==> src/rtl/wr_modport.sv <==
// rtl/wr_modport.sv - 32x32 synchronous FIFO exposing write-side status (full, almost-full, overflow, count, level).
// Optional macro FIFO_MEM_RST_EN adds mem_rst, which zeroes storage without touching pointers or counters.
module wr_modport #(
  parameter int DATA_WIDTH = 32,
  parameter int ADDR_WIDTH = 5
) (
  input  logic                  wclk,
  input  logic                  sw_rst,
`ifdef FIFO_MEM_RST_EN
  input  logic                  mem_rst,
`endif
  input  logic [DATA_WIDTH-1:0] wdata,
  input  logic                  write_enable,
  input  logic [ADDR_WIDTH-1:0] afull_value,
  input  logic                  read_enable,
  output logic [DATA_WIDTH-1:0] rdata,
  output logic                  rempty,
  output logic                  underflow,
  output logic                  wfull,
  output logic                  wr_almost_ful,
  output logic                  overflow,
  output logic [ADDR_WIDTH:0]   fifo_write_count,
  output logic [ADDR_WIDTH:0]   wr_level
);

  localparam int DEPTH = 1 << ADDR_WIDTH;
  localparam logic [ADDR_WIDTH:0]   FULL_LEVEL = {1'b1, {ADDR_WIDTH{1'b0}}};
  localparam logic [ADDR_WIDTH:0]   LVL_ONE    = 1;
  localparam logic [ADDR_WIDTH-1:0] PTR_ONE    = 1;

  logic [DATA_WIDTH-1:0] mem_q [DEPTH];

  logic [ADDR_WIDTH-1:0] wr_ptr_q, wr_ptr_d;
  logic [ADDR_WIDTH-1:0] rd_ptr_q, rd_ptr_d;
  logic [ADDR_WIDTH:0]   level_q, level_d;
  logic [ADDR_WIDTH:0]   wcount_q, wcount_d;
  logic                  ovf_q, ovf_d;
  logic                  unf_q, unf_d;
  logic [DATA_WIDTH-1:0] rdata_q, rdata_d;
  logic                  wr_acc, rd_acc;
  logic                  mem_clr;

`ifdef FIFO_MEM_RST_EN
  assign mem_clr = mem_rst;
`else
  assign mem_clr = 1'b0;
`endif

  assign wfull         = (level_q == FULL_LEVEL);
  assign rempty        = (level_q == '0);
  assign wr_almost_ful = (level_q >= {1'b0, afull_value});

  // Requests seen in a reset cycle never reach storage or pointers.
  assign wr_acc = write_enable & ~wfull & ~sw_rst & ~mem_clr;
  assign rd_acc = read_enable & ~rempty & ~sw_rst;

  always_comb begin
    wr_ptr_d = wr_ptr_q;
    rd_ptr_d = rd_ptr_q;
    level_d  = level_q;
    wcount_d = wcount_q;
    rdata_d  = rdata_q;
    ovf_d    = write_enable & wfull;
    unf_d    = read_enable & rempty;

    if (wr_acc) begin
      wr_ptr_d = wr_ptr_q + PTR_ONE;
      wcount_d = wcount_q + LVL_ONE;
    end
    if (rd_acc) begin
      rd_ptr_d = rd_ptr_q + PTR_ONE;
      rdata_d  = mem_q[rd_ptr_q];
    end

    unique case ({wr_acc, rd_acc})
      2'b10:   level_d = level_q + LVL_ONE;
      2'b01:   level_d = level_q - LVL_ONE;
      default: level_d = level_q;
    endcase

    if (sw_rst) begin
      wr_ptr_d = '0;
      rd_ptr_d = '0;
      level_d  = '0;
      wcount_d = '0;
      rdata_d  = '0;
      ovf_d    = 1'b0;
      unf_d    = 1'b0;
    end
  end

  always_ff @(posedge wclk) begin
    wr_ptr_q <= wr_ptr_d;
    rd_ptr_q <= rd_ptr_d;
    level_q  <= level_d;
    wcount_q <= wcount_d;
    rdata_q  <= rdata_d;
    ovf_q    <= ovf_d;
    unf_q    <= unf_d;
  end

  // Storage is deliberately outside the sw_rst domain.
  always_ff @(posedge wclk) begin
    if (mem_clr) begin
      for (int i = 0; i < DEPTH; i++) begin
        mem_q[i] <= '0;
      end
    end else if (wr_acc) begin
      mem_q[wr_ptr_q] <= wdata;
    end
  end

  assign rdata            = rdata_q;
  assign overflow         = ovf_q;
  assign underflow        = unf_q;
  assign fifo_write_count = wcount_q;
  assign wr_level         = level_q;

endmodule

==> config.mk <==
export PLATFORM = sky130hd
export DESIGN_NAME = wr_modport
export DESIGN_NICKNAME = d
export VERILOG_FILES = /design/src/rtl/wr_modport.sv
export SDC_FILE = /design/constraint.sdc
export NUM_CORES = 1
export LEC_CHECK = 0
export BUFFER_PORTS_ARGS = -buffer_cell sky130_fd_sc_hd__buf_4
export CAP_MARGIN = 20
export CORE_UTILIZATION = 60
export CTS_CLUSTER_DIAMETER = 150
export DETAILED_ROUTE_END_ITERATION = 12
export GPL_ROUTABILITY_DRIVEN = 0
export GPL_TIMING_DRIVEN = 0
export PLACE_DENSITY = 0.77
export SLEW_MARGIN = 25
export SYNTH_ARGS = -nofsm -noshare
export SYNTH_HDL_FRONTEND = slang
export SYNTH_SLANG_ARGS = --single-unit
==> constraint.sdc <==
create_clock -name wclk -period 4.5 [get_ports wclk]
set_input_delay 0.9 -clock wclk [delete_from_list [all_inputs] [get_ports wclk]]
set_output_delay 0.9 -clock wclk [all_outputs]
set_load 0.005 [all_outputs]
==> results.yml <==
run_status:
  outcome: "complete, no violations"
sta:
  drv_slew: 0
  finalSetupViolCount: 0
  finalHoldViolCount: 0
  maxSlewHeadroom_pct: 28.4
  finalCritPeriodShare_pct: 84.5
  min_period_ns: 3.80
  holdWs_ns: 0.479
  rsz0062_at_grt: "no"
  finalClockSkew_ns: 0.0333
  finalWorstSetupSlack_ns: 0.699
  max_freq_mhz: 263
  worstMarginPinSlew_ns: 1.07
final_layout:
  nets: 2310
  fillerInstances: 3877
  area_growth_pct: 15.6
  drive_gt1_share_pct: 23.7
  instances_no_fill: 3214
  diodes: 0
synth:
  syn-num-nets: 2074
  ys_types: 50
  syn_area_sq_um: 41200
  syn_inst: 2016
  async_flop_share_pct: 0
  synthFlopType: "edfxtp_1"
  avgSynthCellArea_sq_um: 20.4
  ys_ff_latch: 1080
  synth_edf_count: 1024
  yosysSeqAreaShare_pct: 77.4
  synth_warnings: 0
critical_path:
  timing.critical_path.to_type: "register"
  r2r_start: "wr_level[3]$_SDFFE_PP0P_"
  rrSetupSlack_ns: 0.70
  crit_required_ns: 5.08
  path_class: "register to register"
  critical_path.startpoint: "wr_level[3]$_SDFFE_PP0P_"
  r2r-end: "wr_level[4]$_SDFFE_PP0P_"
  cp_data_arrival_time_ns: 4.38
  critPathLaunchType: "register"
  reg2regPathDepth: 11
  cp_max_fo: 10
grt:
  antenna_found_initial: 3
  gr-total-overflow: 0
  grt.total_usage_pct: 30.3
  grt_pass1_wl_mm: 150
  grt_pass1_vias: 22600
  grt_max_degree: 33
clock_network:
  insertion_delay_ns: 0.67
  postCtsHoldBufs: 0
  numClockSinks: 1080
  cts_made_buffers: 103
  clk_pin_slew_worst_paths_ns: 0.06
  cts.repair.resized: 0
  clockBufferDepth: 3
  h-tree-depth: 3
  clockRootBuffer: "clkbuf_16"
  cts_setup_buffers: 0
  cts_tree: "yes"
power_and_ir_drop:
  p_comb_share_pct: 7.8
  power.leakage_nw: 14.7
  p_int_mw: 16.8
  seqPwrFrac_pct: 51.9
  power_frac_clock_pct: 40.3
  vdd_ir_drop_max_mv: 0.365
  power_per_cell_area_nw_per_um2: 452
  swShare_pct: 22.0
  p_sw_mw: 4.73
  total_power_mw: 21.5
detailed_routing:
  drtPass1Iterations: 6
  wl_met1_mm: 36.7
  dr.first_iter.drc_count: 2923
  wl_mm: 104
  wl_per_cell_um: 32.2
  ant_nets: 0
  vias_per_cell: 6.80
  route.met3.wl_mm: 10.9
  drc: 0
  highest_layer: "met5"
  num_vias: 21900
  wl_met2_mm: 51.4
floorplan:
  die_x_um: 264
  die_h_um: 264
  start_util_pct: 61.0
  core_area_sq_um: 67500
  num_io_pins: 90
  die_area_sq_um: 69600
  fp-row-count: 95
place:
  dpl.hpwl_mm: 66.5
  placedCellCount: 3020
  place_ws_ns: 0.337
  io_buffers: 88
min_path:
  min_from: "rdata[6]$_SDFFE_PP0P_"
  hold_class: "register to register"
  min_path_cells: 1
  hold_end: "rdata[6]$_SDFFE_PP0P_"
run:
  cap_viol_max_count: 0
-- power groups by stage --
stage                     sequential [mW]  combinational [mW]  clock (mW)
after floorplan                      11.4               0.979           0
after global placement               11.4                1.56           0
after detailed placement             11.4                1.64           0
after CTS                            11.2                1.66        8.71
after global routing                 11.2                1.75        9.09
final                                11.2                1.68        8.67
-- layer usage --
layer,global-route usage [%],vias to the layer above
li1,-,8907
met1,38.9,11200
met2,49.6,1429
met3,6.84,296
met4,14.1,4
met5,0,-
-- worst max path at each step --
stage / to / slack, ns
5_1_grt: wr_level[4]$_SDFFE_PP0P_ / 0.56
3_3_place_gp: mem_q[26][20]$_DFFE_PP_ / -1.17
2_1_floorplan: mem_q[28][0]$_DFFE_PP_ / 0.81
3_5_place_dp: wr_level[4]$_SDFFE_PP0P_ / 0.34
4_1_cts: wr_level[5]$_SDFFE_PP0P_ / 0.91
6_report: wr_level[4]$_SDFFE_PP0P_ / 0.70
-- critical path, stage by stage, from the launching register on --
cell      delay [ns]
dfxtp_1         0.51
nor4_2          0.13
a21oi_1         0.62
clkbuf_1        0.50
ha_1            0.41
inv_1           0.14
fa_1            0.44
nor2b_1         0.15
o21a_1          0.16
nor3_1          0.06
or3b_2          0.44
a21oi_1         0.18
-- kinds of logic (layout without fill, tap and decap cells) --
logic type	count (synthesis)	count (layout)	synth area share, %
buffers and inverters	136	461	1.60
AND/OR/NAND/NOR	137	137	1.51
multiplexers	352	352	13.5
XOR/XNOR	17	17	0.362
AO/OA/AOI/OAI	277	277	5.03
flip-flops	1080	1080	77.4
adder cells (fa/ha/maj)	17	17	0.535
-- synthesized netlist by cell type (11+ instances only) --
cell type  number  area (sq um)
a211oi_1       32           240
a22oi_1        64           480
a31oi_1        32           200
a32o_1         32           320
buf_2          21           105
buf_4          16           120
clkbuf_1       70           263
dfxtp_1        56          1120
edfxtp_1     1024         30700
ha_1           16           200
inv_1          14          52.6
mux2_2         32           360
mux2i_1       160          1600
mux4_2        160          3600
nand2_1        50           188
nor2_1         53           199
o2111ai_1      32           280
o22ai_1        64           400
xor2_1         11          96.3
-- cells in the final DEF, fill, tap and decap left out, types with 6 or more instances in the layout --
cell type     n
a211oi_1     32
a21oi_1       7
a22oi_1      64
a31oi_1      32
a32o_1       32
buf_1         6
buf_12       14
buf_16       25
buf_2        21
buf_4       104
buf_6         8
bufinv_16    11
clkbuf_1     93
clkbuf_16   103
clkbuf_8      9
clkinv_1     23
clkinv_2     14
dfxtp_1      56
edfxtp_1   1024
ha_1         16
inv_1        14
mux2_2       32
mux2i_1     160
mux4_2      160
nand2_1      50
nand4_1       6
nor2_1       21
nor2_4       32
o2111ai_1    32
o22ai_1      64
xnor2_1       6
xor2_1       11
-- final cells by class --
cell class                      count  area [sq um]  area share, %
Sequential cell                  1080         31900           67.0
Multi-Input combinational cell    800          8870           18.6
Clock buffer                      135          2790           5.86
Tap cell                          873          1090           2.30
Timing Repair Buffer              131          1690           3.55
Clock inverter                     59           617           1.30
Inverter                           14          52.6          0.110
Buffer                            122           606           1.27
-- flip-flops by register name, summed over array words and instances, names as in the netlist --
signal            count
rd_ptr_q              5
wr_ptr_q              5
mem_q              1024
overflow              1
fifo_write_count      6
wr_level              6
underflow             1
rdata                32
-- through the flow --
stage / setup TNS [ns] / instance area (sq um) / utilization (%)
finish: 0 / 47600 / 70.5
detailed placement: 0 / 44200 / 65.4
global route: 0 / 47600 / 70.5
floorplan: 0 / 41200 / -
CTS: 0 / 47600 / 70.5
global placement: -931.43 / 42900 / 63.6
No activity file was read; power rests on OpenSTA's default activity.
